==> src/rtl/imm_extend_pipe_pkg.sv <==
// Shared definitions for the immediate-extension pipeline stage:
// immediate format codes, legal XLEN values and buffer occupancy states.
package imm_extend_pipe_pkg;

    localparam int XLEN_32 = 32;
    localparam int XLEN_64 = 64;

    typedef enum logic [2:0] {
        IMM_NONE = 3'd0,
        IMM_I    = 3'd1,
        IMM_S    = 3'd2,
        IMM_B    = 3'd3,
        IMM_U    = 3'd4,
        IMM_J    = 3'd5,
        IMM_Z    = 3'd6,
        IMM_RSVD = 3'd7
    } imm_type_e;

    typedef enum logic [1:0] {
        OCC_EMPTY = 2'd0,
        OCC_ONE   = 2'd1,
        OCC_FULL  = 2'd2
    } occ_state_e;

endpackage

==> src/rtl/imm_extend_core.sv <==
// Combinational immediate extraction and extension from instruction bits [31:7].
// Index n of inst corresponds to instruction bit n+7.
module imm_extend_core
    import imm_extend_pipe_pkg::*;
#(
    parameter int XLEN = 32
) (
    input  logic [24:0]     inst,
    input  logic [2:0]      imm_type,
    output logic [XLEN-1:0] imm,
    output logic            illegal
);

    logic [31:0] v32;
    logic        sext;

    always_comb begin
        v32     = 32'd0;
        sext    = 1'b0;
        illegal = 1'b0;
        case (imm_type_e'(imm_type))
            IMM_I: begin
                v32  = {{20{inst[24]}}, inst[24:13]};
                sext = 1'b1;
            end
            IMM_S: begin
                v32  = {{20{inst[24]}}, inst[24:18], inst[4:0]};
                sext = 1'b1;
            end
            IMM_B: begin
                v32  = {{20{inst[24]}}, inst[0], inst[23:18], inst[4:1], 1'b0};
                sext = 1'b1;
            end
            IMM_U: begin
                // sign bit already sits at bit 31; widening to 64 extends it
                v32  = {inst[24:5], 12'd0};
                sext = 1'b1;
            end
            IMM_J: begin
                v32  = {{12{inst[24]}}, inst[12:5], inst[13], inst[23:14], 1'b0};
                sext = 1'b1;
            end
            IMM_Z: begin
                v32 = {27'd0, inst[12:8]};
            end
            IMM_RSVD: begin
                illegal = 1'b1;
            end
            default: begin
                v32 = 32'd0;
            end
        endcase
        imm = sext ? XLEN'($signed(v32)) : XLEN'(v32);
    end

endmodule

==> src/rtl/imm_extend_pipe.sv <==
// Immediate-extension stage: output register plus one skid register, ready/valid
// handshake on both sides and an accepted-transfer counter.
//
// state     | meaning
// OCC_EMPTY | O and K empty
// OCC_ONE   | O holds an entry, K empty
// OCC_FULL  | O and K hold entries, upstream stalled
module imm_extend_pipe
    import imm_extend_pipe_pkg::*;
#(
    parameter int XLEN  = 32,
    parameter int TAG_W = 32,
    parameter int CNT_W = 16
) (
    input  logic             clk,
    input  logic             rst,
    input  logic             flush,
    input  logic             in_valid,
    output logic             in_ready,
    input  logic [24:0]      inst,
    input  logic [2:0]       imm_type,
    input  logic [TAG_W-1:0] in_tag,
    output logic             out_valid,
    input  logic             out_ready,
    output logic [XLEN-1:0]  imm,
    output logic [TAG_W-1:0] out_tag,
    output logic             out_illegal,
    output logic [CNT_W-1:0] acc_cnt
);

    occ_state_e       state;
    logic [XLEN-1:0]  ext_imm;
    logic             ext_ill;
    logic [XLEN-1:0]  k_imm;
    logic [TAG_W-1:0] k_tag;
    logic             k_ill;
    logic             in_fire;
    logic             out_fire;

    imm_extend_core #(.XLEN(XLEN)) u_core (
        .inst     (inst),
        .imm_type (imm_type),
        .imm      (ext_imm),
        .illegal  (ext_ill)
    );

    assign in_fire  = in_valid && in_ready;
    assign out_fire = out_valid && out_ready;

    // in_ready is a register equal to !K.valid, so it never depends on out_ready
    always_ff @(posedge clk) begin
        if (rst) begin
            state       <= OCC_EMPTY;
            out_valid   <= 1'b0;
            in_ready    <= 1'b1;
            imm         <= '0;
            out_tag     <= '0;
            out_illegal <= 1'b0;
            k_imm       <= '0;
            k_tag       <= '0;
            k_ill       <= 1'b0;
            acc_cnt     <= '0;
        end else if (flush) begin
            state     <= OCC_EMPTY;
            out_valid <= 1'b0;
            in_ready  <= 1'b1;
        end else begin
            if (in_fire) begin
                acc_cnt <= acc_cnt + CNT_W'(1);
            end
            case (state)
                OCC_EMPTY: begin
                    if (in_fire) begin
                        imm         <= ext_imm;
                        out_tag     <= in_tag;
                        out_illegal <= ext_ill;
                        out_valid   <= 1'b1;
                        state       <= OCC_ONE;
                    end
                end
                OCC_ONE: begin
                    if (in_fire && out_fire) begin
                        imm         <= ext_imm;
                        out_tag     <= in_tag;
                        out_illegal <= ext_ill;
                    end else if (in_fire) begin
                        k_imm    <= ext_imm;
                        k_tag    <= in_tag;
                        k_ill    <= ext_ill;
                        in_ready <= 1'b0;
                        state    <= OCC_FULL;
                    end else if (out_fire) begin
                        out_valid <= 1'b0;
                        state     <= OCC_EMPTY;
                    end
                end
                OCC_FULL: begin
                    if (out_fire) begin
                        imm         <= k_imm;
                        out_tag     <= k_tag;
                        out_illegal <= k_ill;
                        in_ready    <= 1'b1;
                        state       <= OCC_ONE;
                    end
                end
                default: begin
                    out_valid <= 1'b0;
                    in_ready  <= 1'b1;
                    state     <= OCC_EMPTY;
                end
            endcase
        end
    end

endmodule
==> config.mk <==
export PLATFORM = sky130hd
export DESIGN_NAME = imm_extend_pipe
export DESIGN_NICKNAME = d
export VERILOG_FILES = /design/src/rtl/imm_extend_pipe_pkg.sv /design/src/rtl/imm_extend_core.sv /design/src/rtl/imm_extend_pipe.sv
export SDC_FILE = /design/constraint.sdc
export NUM_CORES = 1
export LEC_CHECK = 0
export CORE_ASPECT_RATIO = 1.75
export CORE_MARGIN = 1.5
export CORE_UTILIZATION = 30
export DETAILED_ROUTE_END_ITERATION = 16
export GPL_ROUTABILITY_DRIVEN = 0
export RECOVER_POWER = 50
export SLEW_MARGIN = 20
export SYNTH_ARGS = -nofsm -noshare
export SYNTH_HDL_FRONTEND = slang
export SYNTH_SLANG_ARGS = --single-unit
==> constraint.sdc <==
create_clock -name clk -period 3.36 [get_ports clk]
set_clock_uncertainty 0.1 [all_clocks]
set_input_delay 0.672 -clock clk [delete_from_list [all_inputs] [get_ports clk]]
set_output_delay 0.672 -clock clk [all_outputs]
set_load 0.005 [all_outputs]
# Word level (Yosys, flattened, before mapping)
# Index checks and enable logic that the tools add are counted.
[classes]
n_addsub = 1
n_eq_ne = 17
n_mux = 29
n_bitwise = 4
n_reduce_logical = 12
[ops]
columns = ["cell", "n"]
rows = [
  ["two-way mux 32 bit", 6],
  ["case mux 32 bit (3 select lines)", 2],
  ["case mux 32 bit (6 select lines)", 1],
  ["adder 16 x 1 -> 16 bit, second input constant", 1],
  ["inequality test 2 bit, second input constant", 7],
  ["equality test 3 bit, second input constant", 4],
  ["AND reduction 4 bit", 3],
  ["two-way mux 1 bit", 11],
  ["two-way mux 2 bit", 5],
  ["AND reduction 5 bit", 2],
  ["case mux 1 bit (3 select lines)", 3],
  ["equality test 3 x 2 -> 1 bit, second input constant", 2],
  ["case mux 2 bit (3 select lines)", 1],
  ["NOT 1 bit", 4],
  ["equality test 3 x 1 -> 1 bit, second input constant", 1],
  ["logical AND 1 bit", 3],
  ["inequality test 3 bit, second input constant", 1],
  ["nonzero test 3 bit", 1],
  ["equality test 2 x 1 -> 1 bit, second input constant", 1],
  ["equality test 2 bit, second input constant", 1],
  ["logical NOT 2 bit", 1],
  ["AND reduction 2 bit", 1],
  ["OR reduction 2 bit", 1],
]
[word_totals]
ff_bits = 150
inputBits = 65
out_inout_bits = 83
elab_cells = 73

# Longest topological paths before layout
[depth]
depth_word = 5
ltp_mapped = 7

# Cells and area by module
# From an unflattened synthesis, not the netlist that was laid out.
[unflattened]
cells_unflattened = 781
hier_area_um2 = 6826.5
[modules_own_cells]
columns = ["module", "n_inst", "cells_per_inst", "area_each_um2", "seq_area_each_um2"]
rows = [
  ["imm_extend_pipe", 1, 696, 6212.2, 3002.9],
  ["imm_extend_core", 1, 85, 614.3, 0.0],
]

# Least setup slack after synthesis
# Ideal clock, no wire load.
[synth_path]
path_kind = "input to register"
startpoint = "input port flush"
endpoint = "register acc_cnt[15]"
t_arrival_ps = 1921
required_time_ps = 3190
slack_ps = 1268
path_stages = 6
cell_sequence = "buf_4 -> and4b_1 -> buf_4 -> nand3_2 -> or4_1 -> a21oi_1"
[synth_via]
elab_chain_cells = 2
[synth_lines]
columns = ["item", "line_no", "rtl"]
rows = [
  ["start: declaration", "imm_extend_pipe.sv:17", "input logic flush,"],
  ["NOT 1 bit (no line)", "--", ""],
  ["AND reduction 2 bit (no line)", "--", ""],
  ["end signal: assignment", "imm_extend_pipe.sv:69", "acc_cnt <= acc_cnt + CNT_W'(1);"],
  ["end: declaration", "imm_extend_pipe.sv:28", "output logic [CNT_W-1:0] acc_cnt"],
]
# No other way between the ends.
# A chain may end at the register's enable or synchronous reset.

# Worst setup path in the final report
[layout_path]
startpoint = "input port out_ready"
endpoint = "register k_imm[20]"
[layout_via]
elab_chain_cells = 4
[layout_lines]
columns = ["item", "line_no", "rtl"]
rows = [
  ["start: declaration", "imm_extend_pipe.sv:24", "input logic out_ready,"],
  ["logical AND 1 bit", "imm_extend_pipe.sv:48", "assign out_fire = out_valid && out_ready;"],
  ["logical AND 1 bit", "imm_extend_pipe.sv:82", "if (in_fire && out_fire) begin"],
  ["NOT 1 bit (no line)", "--", ""],
  ["AND reduction 4 bit (no line)", "--", ""],
  ["end signal: assignment", "imm_extend_pipe.sv:87", "k_imm <= ext_imm;"],
  ["end: declaration", "imm_extend_pipe.sv:34", "logic [XLEN-1:0] k_imm;"],
]
# No other way between the ends.

==> summary.txt <==
Antenna diode count = 0
Hold Startpoint = imm[22]$_SDFFE_PP0P_
Total CTS buffers = 17
Die Ht = 199 µm
Post-CTS Resized = 0
Layout net count = 989
Worst skew pair latency = 0.42 ns
Cell variety after synth = 54
Post-Route Setup TNS = 0 ns
Synth cell count leaders = 183 x nand2_1, 150 x dfxtp_1, 107 x nor2_1
Crit Path Max Fanout = 16
Placed Cells = 1196
Via density = 4.96
Drt first pass iters = 5
Buf/Inv on CP = 1
PD cells = 493 nW/µm²
CTS Hold Bufs = 0
Synth warn = 0
Crit start category = primary input
Ys async rst share = 0
Max_cap viols = 0
Measured slew at the worst slew-check pin = 1.16 ns
Net Count, Synth = 876
Post-synth EDFFs = 0
Port bufs = 147
Synthesized area = 6570 µm²
Delay-heaviest family, CP = simple AND/OR/NAND/NOR gates
Critical-path top delay cell = or4_2
Fmax = 0.381 GHz
H-tree depth = 4
Post-Syn Instances = 810
Initial antenna violation count = 0
Yosys reg bits = 150
Vias in the first global route = 5705
Detail Route Antenna Nets = 0
Initial Utilization = 0.306
Final Hold Fails = 0
Critical path arrival = 2.82 ns
I/O Pins = 148
RSZ-0062 raised after global routing = no
Worst hold path type = reg -> reg
Pre-CTS setup slack = 0.285 ns
Die ar. = 22800 µm²
Largest net degree at the start of global routing = 71
Drt drc = 0
Post-CTS setup buffer count = 0
Static leakage = 3.31 nW
Non-Filler Instances = 1228
Crit. End Element = register
Total congestion overflow = 0
Area leader, netlist = dfxtp_1
Top-area cell type share of the netlist area = 0.457
Period utilization = 0.782
Seq/Total Area, Yosys = 0.457
Setup crit start = out_ready
Setup Viol. Count Final = 0
Min setup slack post-route = 0.733 ns
Placeable Area = 21500 µm²
Die W = 115 µm
Clk buf depth = 2
1st-iter DRT viols = 358
Fin. max-slew vios = 0
Final worst path period need = 2.63 ns
Crit path largest cell delay = 0.88 ns
CP Class = in -> reg
Max_slew headroom = 0.227
Worst r2r src = state[1]$_SDFFE_PP0P_
Largest cells by area after synthesis = dfxtp_1 46%, nand2_1 10%, nor2_1 6.1%
Most numerous cell in the Yosys netlist = nand2_1
Layout cells sized above 1 = 0.0598
Rows = 71
Status = completed
Worst ir drop on vdd = 0.325 mV
GRT Util Overall = 0.170
Root Driver = clkbuf_16
Clock slew at reported path FFs = 0.06 ns
TritonCTS clock tree = yes
Worst-path cell chain = clkdlybuf4s50_1 -> a21bo_2 -> or4_2 -> nor2_4 -> a211oi_1
Crit path required time = 3.55 ns
Main synth FF type = dfxtp_1
Vias = 6086
Final WL = 18900 µm
Avg Cell Area, Syn = 8.11 µm²
Total power = 0.00440 W
First-pass GRT wire length = 30200 µm
# clock sinks = 150
Hpwl dp = 12600 µm
Fin Hold WS = 0.349 ns
R2r setup slk = 0.90 ns
Routed wire per std cell = 15.4 µm
Area Growth Syn to Fin = 35.8%
[layer usage]
layer	vias up	GRT usage	wire length, µm
met1	2822	0.202	7790
li1	3076	-	-
met3	28	0.0289	781
met4	0	0.0823	569
met5	-	0	0
met2	160	0.292	9730
[area by class of cell]
| type | count | area (µm²) |
|---|---|---|
| multi-input cells | 583 | 3210 |
| inverters | 4 | 15.0 |
| repair buffers | 167 | 1680 |
| fillers | 2249 | 12600 |
| clock inverters | 11 | 173 |
| clock buffers | 21 | 470 |
| flip-flops and latches | 150 | 3000 |
| well taps | 292 | 365 |
[path summary, 6_finish.rpt]
check | to | cells after the start
max | k_imm[20]$_SDFFE_PP0P_ | 5
min | imm[22]$_SDFFE_PP0P_ | 2
max reg2reg | imm[2]$_SDFFE_PP0P_ | 5
min reg2reg | imm[22]$_SDFFE_PP0P_ | 2
[through the flow]
step	util	instance area [µm²]
final	0.415	8920
after floorplan	-	6570
after detailed placement	0.386	8290
after CTS	0.416	8940
after global routing	0.415	8920
after global placement	0.386	8290
[tightest hold or removal path, stage by stage, from the launching register on]
cell	delay, ns
dfxtp_1	0.31
nand2_1	0.05
a21oi_1	0.05
[flip-flops by register name (all words and copies together) (netlist names)]
| name | count |
|---|---|
| imm | 32 |
| k_imm | 32 |
| k_tag | 32 |
| out_tag | 32 |
| acc_cnt | 16 |
| state | 2 |
| in_ready | 1 |
| k_ill | 1 |
| out_illegal | 1 |
| out_valid | 1 |
[kinds of logic after synthesis]
| logic type | after synthesis | share of synthesized area |
|---|---|---|
| compound gates | 177 | 0.190 |
| buf+inv | 77 | 0.0552 |
| xor+xnor | 11 | 0.0147 |
| fa+ha+maj | 1 | 0.00190 |
| simple gates | 393 | 0.279 |
| flops | 150 | 0.457 |
| mux | 1 | 0.00152 |
[cells in the final DEF (no fill, tap or decap), types with 10 or more instances in the layout]
cell / instances
a211oi_1: 17
a21oi_1: 66
a311oi_1: 34
buf_4: 12
clkbuf_16: 17
clkdlybuf4s50_1: 62
dfxtp_1: 150
dlygate4sd3_1: 84
nand2_1: 183
nand2b_1: 18
nand3_1: 12
nor2_1: 107
nor3_1: 16
o211ai_1: 10
o221ai_1: 11
or4bb_1: 11
[where the power goes]
| part | switching (W) | internal [W] |
|---|---|---|
| Combinational | 0.000233 | 0.000232 |
| Clock | 0.000753 | 0.00130 |
| Sequential | 0.0000357 | 0.00184 |
| Total | 0.00102 | 0.00338 |
Note: power is estimated with default switching activity, not from simulation.
